<file path="src/rtl/i2c_port_arbiter_pkg.sv">
// i2c_arb_pkg: shared types and constants for the I2C port arbiter.
// Holds the arbiter state encoding and the board I2C bus index list
// (also used by the SoC CSR map to fill i_port_sel).
package i2c_arb_pkg;

  // Arbiter control states
  typedef enum logic [1:0] {
    ST_IDLE    = 2'd0,
    ST_GUARD   = 2'd1,
    ST_GRANT   = 2'd2,
    ST_RELEASE = 2'd3
  } arb_state_e;

  // Board I2C bus indices
  localparam int unsigned PORT_CAP_SENSE = 0;
  localparam int unsigned PORT_LIGHT     = 1;
  localparam int unsigned PORT_RH_TEMP   = 2;
  localparam int unsigned PORT_PMONITOR  = 3;
  localparam int unsigned PORT_HDMI      = 4;

  localparam int unsigned NUM_BOARD_PORTS = 5;

endpackage

</file>
<file path="src/rtl/i2c_port_arbiter_if.sv">
// i2c_port_arbiter_if: I2C master-side and pad-side line bundle of the arbiter.
//   i_m_scl_oe/i_m_sda_oe  master pull-low enables
//   i_m_scl_o/i_m_sda_o    master outputs (unused, open-drain)
//   o_m_scl_i/o_m_sda_i    line state returned to the master
//   o_scl_oe/o_sda_oe      per-pad pull-low enables
//   o_scl_o/o_sda_o        per-pad outputs (tied 0)
//   i_scl_i/i_sda_i        per-pad synchronised line inputs
// Modport slave is the arbiter view; modport master is the surrounding SoC view.
interface i2c_port_arbiter_if
  import i2c_arb_pkg::*;
#(
  parameter int unsigned NPORTS = NUM_BOARD_PORTS
);

  logic              i_m_scl_oe;
  logic              i_m_sda_oe;
  logic              i_m_scl_o;
  logic              i_m_sda_o;
  logic              o_m_scl_i;
  logic              o_m_sda_i;
  logic [NPORTS-1:0] o_scl_oe;
  logic [NPORTS-1:0] o_sda_oe;
  logic [NPORTS-1:0] o_scl_o;
  logic [NPORTS-1:0] o_sda_o;
  logic [NPORTS-1:0] i_scl_i;
  logic [NPORTS-1:0] i_sda_i;

  modport slave (
    input  i_m_scl_oe, i_m_sda_oe, i_m_scl_o, i_m_sda_o, i_scl_i, i_sda_i,
    output o_m_scl_i, o_m_sda_i, o_scl_oe, o_sda_oe, o_scl_o, o_sda_o
  );

  modport master (
    output i_m_scl_oe, i_m_sda_oe, i_m_scl_o, i_m_sda_o, i_scl_i, i_sda_i,
    input  o_m_scl_i, o_m_sda_i, o_scl_oe, o_sda_oe, o_scl_o, o_sda_o
  );

endinterface

</file>
<file path="src/rtl/i2c_port_arbiter.sv">
// i2c_port_arbiter: shares one I2C master core between NREQ requesters and
// steers it onto one of NPORTS board buses. Round-robin arbitration, an
// idle-bus guard before each grant, and a stall timeout that revokes a grant.
//   i_clk, i_rst_n  clock, async active-low reset
//   i_req           level requests, held for a whole transaction
//   i_port_sel      packed per-requester target port, slice r = [r*PW +: PW]
//   o_gnt           registered one-hot grant
//   o_busy          registered, high whenever not idle
//   o_timeout       registered one-cycle pulse on a forced release
//   bus             master/pad line bundle (combinational routing)
module i2c_port_arbiter
  import i2c_arb_pkg::*;
#(
  parameter int unsigned NREQ        = 2,
  parameter int unsigned NPORTS      = NUM_BOARD_PORTS,
  parameter int unsigned GUARD_CYC   = 16,
  parameter int unsigned TIMEOUT_CYC = 65536
) (
  input  logic                                                   i_clk,
  input  logic                                                   i_rst_n,
  input  logic [NREQ-1:0]                                        i_req,
  input  logic [NREQ*((NPORTS > 1) ? $clog2(NPORTS) : 1)-1:0]    i_port_sel,
  output logic [NREQ-1:0]                                        o_gnt,
  output logic                                                   o_busy,
  output logic                                                   o_timeout,
  i2c_port_arbiter_if.slave                                      bus
);

  localparam int unsigned PW = (NPORTS > 1) ? $clog2(NPORTS) : 1;
  localparam int unsigned RW = (NREQ > 1) ? $clog2(NREQ) : 1;
  localparam int unsigned GW = (GUARD_CYC > 1) ? $clog2(GUARD_CYC) : 1;
  localparam int unsigned TW = (TIMEOUT_CYC > 1) ? $clog2(TIMEOUT_CYC) : 1;
  localparam logic [GW-1:0] GUARD_LAST = GW'(GUARD_CYC - 1);
  localparam logic [TW-1:0] TO_LAST    = TW'(TIMEOUT_CYC - 1);
  localparam bit            TO_EN      = (TIMEOUT_CYC != 0);

  arb_state_e        state, state_n;
  logic [RW-1:0]     cur_req, cur_req_n;
  logic [PW-1:0]     cur_port, cur_port_n;
  logic [RW-1:0]     rr_ptr, rr_ptr_n;
  logic [NREQ-1:0]   mask, mask_n;
  logic [GW-1:0]     guard_cnt, guard_cnt_n;
  logic [TW-1:0]     to_cnt, to_cnt_n;
  logic              scl_prev;
  logic [NREQ-1:0]   gnt_n;
  logic              busy_n, timeout_n;

  logic [NREQ-1:0]   elig;
  logic              found;
  logic [RW-1:0]     win;
  logic [PW-1:0]     win_port;
  logic [31:0]       pick_idx;
  logic              sel_scl, sel_sda;
  logic              req_cur;

  // Open-drain: master data outputs carry no information
  logic unused_inputs;
  assign unused_inputs = bus.i_m_scl_o ^ bus.i_m_sda_o;

  assign req_cur     = i_req[cur_req];
  assign bus.o_scl_o = '0;
  assign bus.o_sda_o = '0;

  // Eligible = requesting, not masked after a timeout, and pointing at a real bus
  always_comb begin
    elig = '0;
    for (int unsigned r = 0; r < NREQ; r++) begin
      elig[r] = i_req[r] & ~mask[r] & (32'(i_port_sel[r*PW +: PW]) < NPORTS);
    end
  end

  // Round-robin pick: first eligible requester at or after rr_ptr
  always_comb begin
    found    = 1'b0;
    win      = '0;
    pick_idx = '0;
    for (int unsigned k = 0; k < NREQ; k++) begin
      pick_idx = (32'(rr_ptr) + k) % NREQ;
      if (!found && elig[RW'(pick_idx)]) begin
        found = 1'b1;
        win   = RW'(pick_idx);
      end
    end
  end

  // Port of the winning requester
  always_comb begin
    win_port = '0;
    for (int unsigned r = 0; r < NREQ; r++) begin
      if (RW'(r) == win) win_port = i_port_sel[r*PW +: PW];
    end
  end

  // Line state of the currently selected bus
  always_comb begin
    sel_scl = 1'b1;
    sel_sda = 1'b1;
    for (int unsigned p = 0; p < NPORTS; p++) begin
      if (cur_port == PW'(p)) begin
        sel_scl = bus.i_scl_i[p];
        sel_sda = bus.i_sda_i[p];
      end
    end
  end

  // Bus routing: readback in GUARD/GRANT, pull-low drive only in GRANT
  always_comb begin
    bus.o_scl_oe  = '0;
    bus.o_sda_oe  = '0;
    bus.o_m_scl_i = 1'b1;
    bus.o_m_sda_i = 1'b1;
    if (state == ST_GUARD || state == ST_GRANT) begin
      bus.o_m_scl_i = sel_scl;
      bus.o_m_sda_i = sel_sda;
    end
    if (state == ST_GRANT) begin
      for (int unsigned p = 0; p < NPORTS; p++) begin
        if (cur_port == PW'(p)) begin
          bus.o_scl_oe[p] = bus.i_m_scl_oe;
          bus.o_sda_oe[p] = bus.i_m_sda_oe;
        end
      end
    end
  end

  // Next-state and next-register logic
  always_comb begin
    state_n     = state;
    cur_req_n   = cur_req;
    cur_port_n  = cur_port;
    rr_ptr_n    = rr_ptr;
    guard_cnt_n = guard_cnt;
    to_cnt_n    = to_cnt;
    mask_n      = mask & i_req;
    timeout_n   = 1'b0;

    case (state)
      ST_IDLE: begin
        if (found) begin
          cur_req_n   = win;
          cur_port_n  = win_port;
          rr_ptr_n    = RW'((32'(win) + 32'd1) % NREQ);
          guard_cnt_n = '0;
          state_n     = ST_GUARD;
        end
      end
      ST_GUARD: begin
        if (!req_cur) begin
          state_n = ST_RELEASE;
        end else if (sel_scl && sel_sda) begin
          if (guard_cnt == GUARD_LAST) begin
            to_cnt_n = '0;
            state_n  = ST_GRANT;
          end else begin
            guard_cnt_n = guard_cnt + GW'(1);
          end
        end else begin
          guard_cnt_n = '0;
        end
      end
      ST_GRANT: begin
        if (!req_cur) begin
          state_n = ST_RELEASE;
        end else if (sel_scl != scl_prev) begin
          to_cnt_n = '0;
        end else if (TO_EN && to_cnt == TO_LAST) begin
          timeout_n       = 1'b1;
          mask_n[cur_req] = 1'b1;
          state_n         = ST_RELEASE;
        end else if (to_cnt != '1) begin
          to_cnt_n = to_cnt + TW'(1);
        end
      end
      ST_RELEASE: begin
        state_n = ST_IDLE;
      end
    endcase

    gnt_n  = (state_n == ST_GRANT) ? (NREQ'(1'b1) << cur_req_n) : '0;
    busy_n = (state_n != ST_IDLE);
  end

  // State and output registers
  always_ff @(posedge i_clk or negedge i_rst_n) begin
    if (!i_rst_n) begin
      state     <= ST_IDLE;
      cur_req   <= '0;
      cur_port  <= '0;
      rr_ptr    <= '0;
      mask      <= '0;
      guard_cnt <= '0;
      to_cnt    <= '0;
      scl_prev  <= 1'b1;
      o_gnt     <= '0;
      o_busy    <= 1'b0;
      o_timeout <= 1'b0;
    end else begin
      state     <= state_n;
      cur_req   <= cur_req_n;
      cur_port  <= cur_port_n;
      rr_ptr    <= rr_ptr_n;
      mask      <= mask_n;
      guard_cnt <= guard_cnt_n;
      to_cnt    <= to_cnt_n;
      scl_prev  <= sel_scl;
      o_gnt     <= gnt_n;
      o_busy    <= busy_n;
      o_timeout <= timeout_n;
    end
  end

endmodule

</file>
<file path="src/flat_wrapper.sv">
// flat-port wrapper written by rule: the top's interface ports become plain ports
module i2c_port_arbiter_flat import i2c_arb_pkg::*;
#(
  parameter int unsigned NREQ        = 2,
  parameter int unsigned NPORTS      = NUM_BOARD_PORTS,
  parameter int unsigned GUARD_CYC   = 16,
  parameter int unsigned TIMEOUT_CYC = 65536
)
  (i_clk, i_rst_n, i_req, i_port_sel, o_gnt, o_busy, o_timeout, bus_i_m_scl_oe, bus_i_m_sda_oe, bus_i_m_scl_o, bus_i_m_sda_o, bus_i_scl_i, bus_i_sda_i, bus_o_m_scl_i, bus_o_m_sda_i, bus_o_scl_oe, bus_o_sda_oe, bus_o_scl_o, bus_o_sda_o);
  i2c_port_arbiter_if #(.NPORTS(NPORTS)) bus_i ();
  input  logic i_clk;
  input  logic i_rst_n;
  input  logic [NREQ-1:0] i_req;
  input  logic [NREQ*((NPORTS > 1) ? $clog2(NPORTS) : 1)-1:0] i_port_sel;
  output logic [NREQ-1:0] o_gnt;
  output logic o_busy;
  output logic o_timeout;
  input wire logic [$bits(bus_i.i_m_scl_oe)-1:0] bus_i_m_scl_oe;
  input wire logic [$bits(bus_i.i_m_sda_oe)-1:0] bus_i_m_sda_oe;
  input wire logic [$bits(bus_i.i_m_scl_o)-1:0] bus_i_m_scl_o;
  input wire logic [$bits(bus_i.i_m_sda_o)-1:0] bus_i_m_sda_o;
  input wire logic [$bits(bus_i.i_scl_i)-1:0] bus_i_scl_i;
  input wire logic [$bits(bus_i.i_sda_i)-1:0] bus_i_sda_i;
  output wire logic [$bits(bus_i.o_m_scl_i)-1:0] bus_o_m_scl_i;
  output wire logic [$bits(bus_i.o_m_sda_i)-1:0] bus_o_m_sda_i;
  output wire logic [$bits(bus_i.o_scl_oe)-1:0] bus_o_scl_oe;
  output wire logic [$bits(bus_i.o_sda_oe)-1:0] bus_o_sda_oe;
  output wire logic [$bits(bus_i.o_scl_o)-1:0] bus_o_scl_o;
  output wire logic [$bits(bus_i.o_sda_o)-1:0] bus_o_sda_o;
  assign bus_i.i_m_scl_oe = bus_i_m_scl_oe;
  assign bus_i.i_m_sda_oe = bus_i_m_sda_oe;
  assign bus_i.i_m_scl_o = bus_i_m_scl_o;
  assign bus_i.i_m_sda_o = bus_i_m_sda_o;
  assign bus_i.i_scl_i = bus_i_scl_i;
  assign bus_i.i_sda_i = bus_i_sda_i;
  assign bus_o_m_scl_i = bus_i.o_m_scl_i;
  assign bus_o_m_sda_i = bus_i.o_m_sda_i;
  assign bus_o_scl_oe = bus_i.o_scl_oe;
  assign bus_o_sda_oe = bus_i.o_sda_oe;
  assign bus_o_scl_o = bus_i.o_scl_o;
  assign bus_o_sda_o = bus_i.o_sda_o;
  i2c_port_arbiter #(.NREQ(NREQ), .NPORTS(NPORTS), .GUARD_CYC(GUARD_CYC), .TIMEOUT_CYC(TIMEOUT_CYC)) u_core (.i_clk(i_clk), .i_rst_n(i_rst_n), .i_req(i_req), .i_port_sel(i_port_sel), .o_gnt(o_gnt), .o_busy(o_busy), .o_timeout(o_timeout), .bus(bus_i));
endmodule
</file>
<file path="config.mk">
export PLATFORM = sky130hd
export DESIGN_NAME = i2c_port_arbiter_flat
export DESIGN_NICKNAME = d
export VERILOG_FILES = /design/src/rtl/i2c_port_arbiter_pkg.sv /design/src/rtl/i2c_port_arbiter_if.sv /design/src/rtl/i2c_port_arbiter.sv /design/src/flat_wrapper.sv
export SDC_FILE = /design/constraint.sdc
export NUM_CORES = 1
export LEC_CHECK = 0
export BUFFER_PORTS_ARGS = -buffer_cell sky130_fd_sc_hd__buf_4
export CORE_MARGIN = 10
export CORE_UTILIZATION = 38
export CTS_BUF_LIST = sky130_fd_sc_hd__clkbuf_4 sky130_fd_sc_hd__clkbuf_8
export DETAILED_ROUTE_END_ITERATION = 8
export PLACE_DENSITY = 0.67
export SLEW_MARGIN = 10
export SYNTH_ARGS = -nofsm -noshare
export SYNTH_HDL_FRONTEND = slang
export SYNTH_SLANG_ARGS = --single-unit
</file>
<file path="constraint.sdc">
create_clock -name i_clk -period 2.39 [get_ports i_clk]
set_input_delay 0.478 -clock i_clk [delete_from_list [all_inputs] [get_ports i_clk]]
set_output_delay 0.478 -clock i_clk [all_outputs]
set_load 0.02 [all_outputs]
</file>
Word level (Yosys, flattened, before mapping)
Cells that the tools add are included.
W data, S select, Z words.
- bitwise logic cells: 8
- shift-type cells: 1
- reductions and logical operators: 13
- $add $sub $neg: 4
- order comparisons: 6
- eq/ne operators: 20
- mux-type cells: 69
- operators by type and width (cell ; count):
    $mux W16 ; 7
    $mux W1 ; 39
    $pmux W16 S2 ; 1
    $mux W2 ; 12
    $add A16 B1 Y16 const B ; 1
    $eq A16 B16 Y1 const B ; 1
    $mux W4 ; 4
    $ne A16 B16 Y1 const B ; 1
    $mux W5 ; 2
    $ne A3 B3 Y1 const B ; 3
    $pmux W2 S4 ; 1
    $pmux W4 S2 ; 1
    $reduce_and A7 Y1 ; 1
    $eq A2 B2 Y1 const B ; 3
    $eq A3 B2 Y1 const B ; 2
    $lt A1 B2 Y1 const B ; 3
    $lt A3 B3 Y1 const B ; 2
    $ne A2 B1 Y1 const B ; 3
    $reduce_bool A2 Y1 ; 3
    $add A4 B1 Y4 const B ; 1
    $and A1 B1 Y1 ; 4
    $eq A4 B4 Y1 const B ; 1
    $ne A2 B2 Y1 const B ; 2
    $reduce_and A4 Y1 ; 1
    18 further kinds ; 22
- output and inout bits: 26
- bits of input ports: 24
- word-level logic and storage cells: 132
- bits in registers: 34

Longest topological paths before layout
Gate-level depths: netlist (run 1).
- depth in word-level cells: 13
- gate-level depth with buffers: 8
- depth with buffers taken out: 8

Least setup slack after synthesis (run 1)
Ideal clock, no wire load.
- path type: register to output
- start: register u_core.state[0]
- end: output bus_o_sda_oe[0]
- stages on the path, launching flop included: 7
- buffers on the path: 1
- data required time: 1.912 ns
- data arrival time: 1.565 ns
- slack: 0.347 ns
- cell sequence: dfrtp_1 > inv_1 > ha_1 > buf_2 > and2b_2 > nand2_1 > nor3_1
- longest elaborated chain between the ends: 2
- ends and longest elaborated chain (element ; line ; source):
    from (decl) ; i2c_port_arbiter.sv:37 ; arb_state_e state, state_n;
    from (signal assigned) ; i2c_port_arbiter.sv:198 ; state <= state_n;
    $eq A2 B2 Y1 ; i2c_port_arbiter.sv:116 ; if (state == ST_GRANT) begin
    $mux W5 ; i2c_port_arbiter.sv:116 ;
    to (decl) ; flat_wrapper.sv:27 ; output wire logic [$bits(bus_i.o_sda_oe)-1:0] bus_o_sda_oe;
Every way passes these cells.

Final worst setup path (run 1)
- start: register u_core.state[0]
- end: output bus_o_scl_oe[0]
- longest elaborated chain between the ends: 2
- ends and longest elaborated chain (element ; line ; source):
    $eq A2 B2 Y1 ; i2c_port_arbiter.sv:116 ;
    $mux W5 ; i2c_port_arbiter.sv:116 ;
    to (decl) ; flat_wrapper.sv:26 ; output wire logic [$bits(bus_i.o_scl_oe)-1:0] bus_o_scl_oe;
Every way passes these cells.

==> results of run 1 <==
power groups by stage:
stage	clock network, W	logic (W)	registers [W]
after CTS	0.000465	0.00142	0.000854
after floorplan	0	0.00108	0.000830
after global placement	0	0.00138	0.000859
after global routing	0.000493	0.00157	0.000886
after detailed placement	0	0.00141	0.000865
final	0.000452	0.00142	0.000863
logic make-up after synthesis:
logic type | Yosys count | share of synthesized area
flip-flops | 34 | 0.358
AO/OA/AOI/OAI | 80 | 0.271
buffers and inverters | 28 | 0.0672
AND/OR/NAND/NOR | 94 | 0.229
other | 1 | 0.00157
multiplexers | 9 | 0.0383
adder cells (fa/ha/maj) | 6 | 0.0315
XOR/XNOR | 1 | 0.00368
routing by layer:
layer  vias to the layer above  wire, um  GRT usage
met5                         -         0          0
met3                         8       332     0.0304
li1                       1005         -          -
met4                         0        92     0.0419
met1                       987      2640      0.147
met2                        57      2760      0.186
path summary, 6_finish.rpt:
kind                                                startpoint                              to  slack, ps  cells after the start
max in group asynchronous                              i_rst_n  u_core.cur_port[0]$_DFFE_PN0P_       1920                      1
worst min-delay path                                   i_rst_n    u_core.to_cnt[5]$_DFFE_PN0P_        130                      1
worst max register to register  u_core.cur_port[1]$_DFFE_PN0P_   u_core.to_cnt[11]$_DFFE_PN0P_        240                      7
worst max-delay path                 u_core.state[0]$_DFF_PN0_                 bus_o_scl_oe[0]        110                      6
worst min register to register   u_core.to_cnt[12]$_DFFE_PN0P_   u_core.to_cnt[12]$_DFFE_PN0P_        490                      1
min in group i_clk                                    i_req[0]        u_core.mask[0]$_DFF_PN0_        430                      2
flip-flops by register name, indices dropped and copies added (netlist names):
signal,flops
u_core.cur_port,3
u_core.cur_req,1
u_core.guard_cnt,4
u_core.mask,2
u_core.o_busy,1
u_core.o_gnt,2
u_core.o_timeout,1
u_core.rr_ptr,1
u_core.scl_prev,1
u_core.state,2
u_core.to_cnt,16
synth_stat cells, drive strengths merged, types with 6 or more instances:
master | count | area share
a21oi | 14 | 0.029
a31oi | 6 | 0.016
a41oi | 9 | 0.033
and2b | 7 | 0.028
buf | 15 | 0.047
dfrtp | 33 | 0.35
ha | 6 | 0.032
inv | 10 | 0.016
mux2i | 8 | 0.034
nand2 | 24 | 0.040
nand3 | 13 | 0.033
nor2 | 21 | 0.039
nor3 | 8 | 0.021
o21a | 8 | 0.025
o21ai | 16 | 0.045
o31ai | 12 | 0.038
cell type report:
class                           instances  area share
Multi-Input combinational cell        200       0.498
Clock buffer                            7      0.0317
Clock inverter                          1     0.00176
Inverter                               10      0.0132
Tap cell                               75      0.0330
Timing Repair Buffer                   46       0.122
Sequential cell                        34       0.300
stage by stage:
| step | hold slack, ps | utilization | worst slack (ps) | instances | power, W |
|---|---|---|---|---|---|
| finish | 131 | 0.474 | 108 | 373 | 0.00273 |
| global route | 153 | 0.474 | 16.8 | 373 | 0.00295 |
| CTS | 143 | 0.472 | 85.3 | 373 | 0.00274 |
| detailed placement | 456 | 0.456 | 209 | 365 | 0.00227 |
| global placement | 455 | 0.456 | 266 | 365 | 0.00224 |
| floorplan | 182 | - | 347 | 262 | 0.00191 |
critical path, stage by stage (launching register included):
cell	delay, ps
dfrtp_1	410
inv_1	140
ha_2	330
and2b_2	190
nand2_1	100
nor3_1	170
buf_4	180
repair_timing:
| item | 4_1_cts | 5_1_grt |
|---|---|---|
| endpoints found under the setup margin | 1 | 1 |
| endpoints found under the hold margin | 0 | 0 |
| resized for setup | 1 | 2 |
| pin swaps | 0 | 0 |
==> summary.md, run 1 <==
The share of power burned in combinational logic came out at 0.519. Number of antenna violations at the first check in global routing: 0. The run gives 0.398 as the initial core utilization. The worst setup path is captured at an output pin. The core region is 5990 um^2. The tightest min-delay check is of the input pin to asynchronous set/reset pin type. The synthesized design contains 0 enable-type register cells.

The worst setup path is launched from a register. Buffers added to address setup during post-CTS repair amount to 0. The distinct cell type count after synthesis came out at 57. The aggregate routed wire length was 5.82 mm; the count of inserted antenna diode cells was 0. Setup violations remaining at the end of the flow were counted as 0. The run gives 0.642 as the worst slew slack as a fraction of its limit. CTS saw 34 sinks.

Subtracting the final worst setup slack from the clock period gives 2280 ps. The clock skew was 7.22 ps; the maximum net fanout on the critical path was 8. In this run the power density over the cells is 963 nW/um^2. Dividing the detail-routed via count by the number of cells gives 5.51. CTS placed an instance of clkbuf_8 at the clock tree root. The logs give 0 for the number of maximum-capacitance violations and 0 for the total overflow reported by the global router.

The count of nets left with antenna violations once routing finished came out at 0. The average footprint of a synthesized cell was 9.42 um^2; the power share of the sequential group was 0.316. In this run the count of I/O pins placed on the die edge is 50. The tools report the via count of the first global-routing pass as 2004.

Across the whole layout, storage elements account for 853 um^2. The count of buffers added on input and output ports is 37. The max-slew violation count came out at 0. The die extent in y is 99.2 um, and the register clock-pin slew on the reported worst setup and hold paths is 70 ps. Placement-stage cell area: 2730 um^2. The worst-case IR drop observed on VDD is 560 uV. The number of buffers inserted during clock tree synthesis came out at 5. TritonCTS built the clock tree.

The tools report the leakage power figure as 1.24 nW. The vias after detailed routing is 2057. The first-pass GRT wire length was 9.81 mm; the buffer depth of the longest clock path was 2. The pin count of the biggest net entering global routing came out at 35. At the end of routability-driven placement, the weighted congestion stood at 0.791. Routed length per placed instance: 15.6 um.

After the last flow step, the layout net total stands at 327. The tools report the number of buffers inserted for hold repair after clock tree synthesis as 0. After routing, the total negative slack on setup checks comes to 0 ps. The top achievable clock speed is 438 MHz, and the clock insertion delay at the later pin of the skew report is 290 ps.

Part of the Yosys area used for sequential elements: 0.358. The most used flip-flop cell after synthesis is dfrtp_1. The row count was 28. The actual transition at the worst max-transition pin was 522 ps. The tools report the fill cell total of the finished layout as 586. The die width was 99.2 um. Setup repair after global routing left no endpoint under its margin.

Synthesis inferred 34 register bits. The kind of critical path was register to output pin. The DRC violation count after routing was 0. For this run, the number of Yosys warnings is 0. The run gives 9840 um^2 as the total die area. The post-synthesis async set-or-reset flop share works out to 1.00. The post-route fraction of the period consumed by the critical path was 0.955; the switching power of the nets was 0.00120 W. The fraction of final layout cells with drive strength greater than 1 is 0.285, and the violation count after the first detailed-routing iteration is 157. Synthesis produced 253 cells. The logs give 4.47 mm for the sum of net half-perimeters after detailed placement and 0.00154 W for the internal power component.

Data on the critical path is required at its endpoint by 1910 ps. Switching part of the total: 0.437. The tools report the combined area of all synthesized cells as 2380 um^2.

In the layout the commonest cells are buf_4 (46), dfrtp_1 (32), nand2_1 (22). The logs give 2840 um^2 for the cell area after layout and 0.165 for the part of the total power dissipated in the clock network. CTS built an H-tree with a depth of 2. The all-layer global routing usage is 0.116, and the first-pass iteration count of the detailed router is 4.

The area growth from synthesis to layout came out at 19.2%. The flow ran to the end, and the final reports show no timing, DRC or antenna violations. For the final count of hold timing violations, the log shows 0. Leaving out fill and tap cells, the most frequent cell in the layout is buf_4.

Area of the multi-input gates: 1420 um^2. At the worst endpoint, the arrival time is 1800 ps.
(Power assumes the default switching activity.)
==> inputs of run 2 (changes only) <==
CORE_UTILIZATION = 50   (was 38)
PLACE_DENSITY = 0.82   (was 0.67)
==> run 2 against run 1 <==
Compared with the run above: largest cell class unchanged; clock-buffer cell count unchanged; first-iteration DRC count down 36%; global-route usage is 3.1 points higher.
==> summary.md, run 2 (same netlist as run 1, synthesis figures left out) <==
The tools report the root buffer selected by CTS as clkbuf_8. Pin placement for this block handled 50 I/O pins. The share of power burned in combinational logic was 0.528; the number of flip-flops under the largest register name was 16. In this run the worst hold path is classified as input pin to asynchronous set/reset pin. TritonCTS built the clock tree.

For the pin with the worst max-slew slack, the measured transition is 544 ps. The sum of net half-perimeters after detailed placement came out at 4.30 mm. The flow ran to the end, and the final reports show no timing, DRC or antenna violations. The clock sink total is 34. Setup repair after global routing left no endpoint under its margin.

For the smallest setup slack after layout, the log shows 119 ps. In the layout the commonest cells are buf_4 (47), dfrtp_1 (33), nand2_1 (22). Hold timing on the final database bottoms out at a slack of 129 ps. For this block, the routed nets add up to 5.60 mm of wire. The repair_antennas step left the layout with diodes totalling 0.

The post-route setup TNS is 0 ps. The all-layer global routing usage came out at 0.148. The clock period minus worst slack was 2270 ps; the routed length per placed instance was 15.8 um.

For this design the total switching power over the nets is 0.00119 W. The clock arrives with 4.52 ps of skew. After global routing the overflow that remains totals 0. The die extent in y was 89.0 um. The areal power density over the cells was 970 nW/um^2; the leakage power figure was 1.25 nW. Entering global routing, the biggest net connects 35 pins. Fill cell total of the finished layout: 408. The post-route fraction of the period consumed by the critical path was 0.950; the cell area after layout was 2820 um^2. Routability-driven placement finished with a final weighted congestion of 0.836. The register containing the most flip-flops in the final layout was u_core.to_cnt.

OpenSTA, run right after detailed placement, puts the worst setup slack at 253 ps. For the number of maximum-capacitance violations, the log shows 0. The detailed router finished its first iteration with 101 violations. The worst-case IR drop observed on VDD is 492 uV. The tools report the internal power component as 0.00154 W. Data arrives at the worst endpoint at 1790 ps. The tools report the met2 track utilization from global routing as 0.257. The run gives 440 MHz as the top achievable clock speed. Port buffering added 37 buffers.

The part of the total power dissipated in the clock network was 0.163. The number of endpoints failing setup at the final stage was 0. The tools report the startpoint kind of the worst setup timing path as a register. The area growth from synthesis to layout came out at 18.4%. The fraction of final layout cells with drive strength greater than 1 is 0.284, and the max-slew violation count is 0. First-pass iteration count of the detailed router: 4.

For the initial core utilization, the log shows 0.511. The count of nets left with antenna violations once routing finished came out at 0. For the power share of the sequential group, the log shows 0.309.

The number of buffers inserted during clock tree synthesis was 5; the first-pass GRT wire length was 9.38 mm. Kind of end point of the critical path: an output pin. In this run the most used layer during global routing was met2.

The die covers 7930 um^2. Using the TritonRoute via totals, the vias-per-cell ratio works out to 5.83. The largest registers in the layout are u_core.to_cnt (16), u_core.guard_cnt (4), u_core.cur_port (3).

After detailed placement, the total cell area comes to 2710 um^2. The switching part of the total came out at 0.436. The worst setup path is of the register to output pin kind.

The tools report the buffer depth of the longest clock path as 2. After detailed routing, the number of remaining DRC violations is 0. The run gives 0 as the final count of hold timing violations. The met1 track demand over resource in global routing is 0.163, and the worst slew slack as a fraction of its limit is 0.634.

Clock-pin slew was measured on the worst setup and hold paths at 70 ps. In this run the core area contains 25 standard-cell rows. The clock insertion delay at the later pin of the skew report was 290 ps; the die width was 89.0 um. The number of antenna violations at the first check in global routing came out at 0. The maximum net fanout on the critical path works out to 8. The via count of the first global-routing pass was 2063.

The CTS H-tree depth is 2, and the placeable core region is 4660 um^2. In this run, post-CTS hold repair placed 0 buffers. In the final design database the tool counted 328 nets. At the worst endpoint, the required time is 1910 ps.

The library cell used most frequently in the layout, excluding fill and tap cells, is buf_4. The met3 layer usage reported by global route came out at 0.0365. The final route contains 2059 vias.
## run 2: repair_timing
item,in CTS,in global routing
setup buffers,0,0
setup endpoints to repair,0,3
resized for setup,0,2
endpoints found under the hold margin,0,0
## run 2: worst paths after layout
kind                                                 from                             to  slack [ps]  cells after the start
setup / recovery           u_core.cur_port[0]$_DFFE_PN0P_                  bus_o_m_sda_i         120                      6
hold reg to reg              u_core.to_cnt[9]$_DFFE_PN0P_   u_core.to_cnt[9]$_DFFE_PN0P_         480                      1
hold / removal                                    i_rst_n   u_core.to_cnt[3]$_DFFE_PN0P_         130                      1
max in group asynchronous                         i_rst_n      u_core.scl_prev$_DFF_PN1_        1920                      1
min in group i_clk                               i_req[0]       u_core.mask[0]$_DFF_PN0_         430                      2
setup reg to reg           u_core.cur_port[0]$_DFFE_PN0P_  u_core.to_cnt[13]$_DFFE_PN0P_         210                      7
## run 2: stage by stage
stage / instances / power (W) / util
6_report: 353 / 0.00273 / 0.605
4_1_cts: 353 / 0.00274 / 0.603
3_5_place_dp: 345 / 0.00228 / 0.582
2_1_floorplan: 262 / 0.00191 / -
3_3_place_gp: 345 / 0.00224 / 0.582
5_1_grt: 353 / 0.00295 / 0.605
## run 2: power by group through the flow
| stage | clock (W) | sequential [W] | combinational (W) |
|---|---|---|---|
| floorplan | 0 | 0.000830 | 0.00108 |
| global placement | 0 | 0.000844 | 0.00139 |
| detailed placement | 0 | 0.000850 | 0.00143 |
| CTS | 0.000462 | 0.000840 | 0.00144 |
| global route | 0.000490 | 0.000869 | 0.00159 |
| finish | 0.000446 | 0.000846 | 0.00144 |
## run 2: critical path, cell delays in order (launching register included)
cell and delay, ps:
dfrtp_1 450, buf_4 200, or3b_1 400, a2bb2oi_2 180, nand2_1 70, nand2_1 50
buf_4 150
## run 2: area by class of cell
type / count / area [um^2] / share of cell area
Clock buffer: 7 / 90.1 / 0.0319
Clock inverter: 1 / 5.00 / 0.00177
Inverter: 10 / 37.5 / 0.0133
Multi-Input combinational cell: 200 / 1420 / 0.502
Sequential cell: 34 / 852 / 0.302
Tap cell: 54 / 67.6 / 0.0240
Timing Repair Buffer: 47 / 353 / 0.125
## run 2: routing by layer
metal / up-vias / routed length [um]
met2: 55 / 2680
met3: 9 / 389
met4: 0 / 98
met5: - / 0
li1: 1013 / -
met1: 982 / 2430
==> inputs of run 3 (changes only) <==
GPL_TIMING_DRIVEN = 0   (was unset)
HOLD_SLACK_MARGIN = 0.05   (was unset)
==> run 3 against run 2 <==
Compared with the run above: wire length grew 4.8%; clock power is essentially flat; non-clock buffer count grew 8; sequential power shrank 3.4%; design area grew 1.6%; sequential cell count is the same; clock skew grew 6.0 ps.
==> summary.md, run 3 (same netlist as run 1, synthesis figures left out) <==
The tools report the area taken by flip-flops and latches as 852 um^2. The top cell family by delay on the critical path is buffers and inverters. After global routing the overflow that remains totals 0. For the worst setup path, the data arrival time is 1820 ps. The number of placed I/O pins is 50, and the count of input and output buffers is 37. After clock tree synthesis, the clock-pin slew on the worst setup and hold paths is 80 ps. TritonCTS built the clock tree.

The number of antenna violations at the first check in global routing is 0. In the final routing, the length of wire on met1 measures 2.51 mm. In this run the power density over the cells is 951 nW/um^2. The mean number of vias per cell is 5.76. The actual transition at the worst max-transition pin came out at 555 ps. Path type of the worst min-delay path: input pin to asynchronous set/reset pin. Static timing analysis puts the maximum clock frequency at 435 MHz. Clock tree synthesis inserted a total of 5 buffers. Detailed placement ended at an HPWL of 4.49 mm.

The highest layer touched by signal routing is met4. On the final layout, the worst clock skew is 10.5 ps. The initial core utilization is 0.511. The library cells used most frequently in the layout, excluding fill and tap cells, are buf_4 (49), dfrtp_1 (33), nand2_1 (22). The cell area after layout was 2860 um^2.

The via count of the first global-routing pass is 2092. Counting flops per register, the top entry is u_core.to_cnt. The logs give 0 for the number of buffers inserted for hold repair after clock tree synthesis and 0 for the number of endpoints failing setup at the final stage. The total number of nets in the final design was 336; the cell count after placement was 353.

The logs give 0.614 for the fraction of the core area covered by cells at the end of the flow and 1910 ps for the required time at the worst-slack endpoint. The worst setup path is of the register to output pin kind. In the routed design, unresolved DRC markers number 0. The die covers 7930 um^2.

From synthesis to final layout, the design area changed by 20.2%. Row generation in the floorplan step produced 25 rows. Final weighted congestion in routability-driven placement: 0.864.

The root buffer selected by CTS was clkbuf_8. The flow ran to the end, and the final reports show no timing, DRC or antenna violations. The filler cells instantiated in the layout total 410. The fraction of final layout cells with drive strength greater than 1 works out to 0.293. The clock tree synthesis step divided the H-tree into 2 levels. The first routing iteration left 131 violations.

Summing all multi-input logic gate instances after layout gives 1410 um^2. Dividing the detail-routed wire length by the instance count gives 16.2 um. The buffering stage count on the worst path with inverters included works out to 3. The pin count of the biggest net entering global routing was 35; the final count of hold timing violations was 0. Once the clock tree was built, the setup fixing pass inserted 0 buffers. The total area inside the core boundary comes to 4660 um^2. The pre-antenna-repair detailed-routing pass consisted of 4 iterations. The critical path goes through inv_1 -> ha_1 -> clkbuf_4 -> and2b_2 -> nand2_1 -> nor3_1 -> buf_4. The largest registers in the layout are u_core.to_cnt (16), u_core.guard_cnt (4), u_core.cur_port (3). Power comes to 0.00272 W. Summing all placed instances gives a cell area of 2760 um^2. The buffer depth of the longest clock path is 2. The tools report the startpoint kind of the worst setup timing path as a register.

The final route contains 2081 vias. The met3 wire length is 446 um, and the critical path's largest stage delay is 420 ps. The post-route fraction of the period consumed by the critical path is 0.961. The worst register-to-register path begins at u_core.to_cnt[0]$_DFFE_PN0P_. The aggregate routed wire length is 5.86 mm. The run gives 1.28 nW as the leakage power figure. The routed design could run at a clock period as short as 2300 ps. The die extent in y was 89.0 um. Adding up every negative setup slack in the final design gives 0 ps.

VDD sags by at most 453 uV. The number of instances resized during post-cts repair was 0; the maximum net fanout on the critical path was 10. The tools report the kind of end point of the critical path as an output pin. The floorplan step set the die width to 89.0 um. The leading cell type in the layout, fill and taps excluded is buf_4.

The logs give 2.81 mm for the detailed-routed wire length on met2 and 0 for the final antenna-violating net count. All-layer global routing usage: 0.153. The tools report the clock insertion delay at the later pin of the skew report as 290 ps. The run gives 0 as the max-slew violation count. The finished layout holds 361 standard cells, fillers aside. The startpoint of the most critical setup path is u_core.state[0]$_DFF_PN0_. On the critical path, the stage with the largest delay is an instance of dfrtp_1. The logs give 0.627 for the worst slew slack as a fraction of its limit and 0 for the count of inserted antenna diode cells. The clock net in this run drives a total of 34 sinks. The first global-routing pass estimated 9.74 mm of wire. The register with the most flip-flops in the layout has 16 of them. Number of maximum-capacitance violations: 0.
==> run 3: cell count changes in the layout (fill, tap and decap cells not counted) <==
| cell | delta |
|---|---|
| clkinvlp_4 | +1 |
| nand3_2 | +1 |
| ha_1 | +1 |
| buf_6 | +1 |
| nand3_1 | -1 |
| buf_4 | +2 |
| clkbuf_1 | +3 |
| buf_2 | +1 |
| ha_2 | -1 |
| nor4b_2 | +1 |
| nor4b_4 | -1 |
==> run 3: metal layers <==
layer  global-route usage  vias up
met3               0.0383        9
li1                     -     1023
met5                    0        -
met2                0.258       65
met1                0.181      984
met4               0.0636        0
==> run 3: report_power, final <==
| part | leakage (nW) | switching, W | internal [W] |
|---|---|---|---|
| logic | 0.777 | 0.000874 | 0.000583 |
| registers | 0.453 | 0.000117 | 0.000700 |
| clock network | 0.0472 | 0.000217 | 0.000231 |
==> run 3: worst paths after layout <==
path | endpoint | slack, ps | cells after the start
worst max-delay path | bus_o_sda_oe[0] | 90 | 7
max in group asynchronous | u_core.scl_prev$_DFF_PN1_ | 1930 | 1
worst max register to register | u_core.o_timeout$_DFF_PN0_ | 200 | 6
min in group i_clk | u_core.mask[0]$_DFF_PN0_ | 420 | 2
worst min register to register | u_core.to_cnt[12]$_DFFE_PN0P_ | 490 | 1
worst min-delay path | u_core.to_cnt[4]$_DFFE_PN0P_ | 130 | 1
==> run 3: stage by stage <==
step                      worst slack, ps  hold WS (ps)
after floorplan                       347           182
after global placement                172           452
after detailed placement              130           454
after CTS                            35.1           139
after global routing                -9.70           162
final                                93.1           130
==> run 3: area by class of cell <==
class                   count  share of cell area
plain buffers              18              0.0437
clock buffers               6              0.0288
clock inverters             2             0.00437
inverters                  10              0.0131
multi-input cells         200               0.492
flip-flops and latches     34               0.298
well taps                  54              0.0236
repair buffers             37              0.0970
==> run 3: worst reg2reg max path, cell delays in order, from the launching register on <==
cell and delay, ps:
dfrtp_1 400, ha_1 220, nand3_1 170, nor3_2 380
nand3_2 240, clkbuf_1 300, nor4bb_1 370
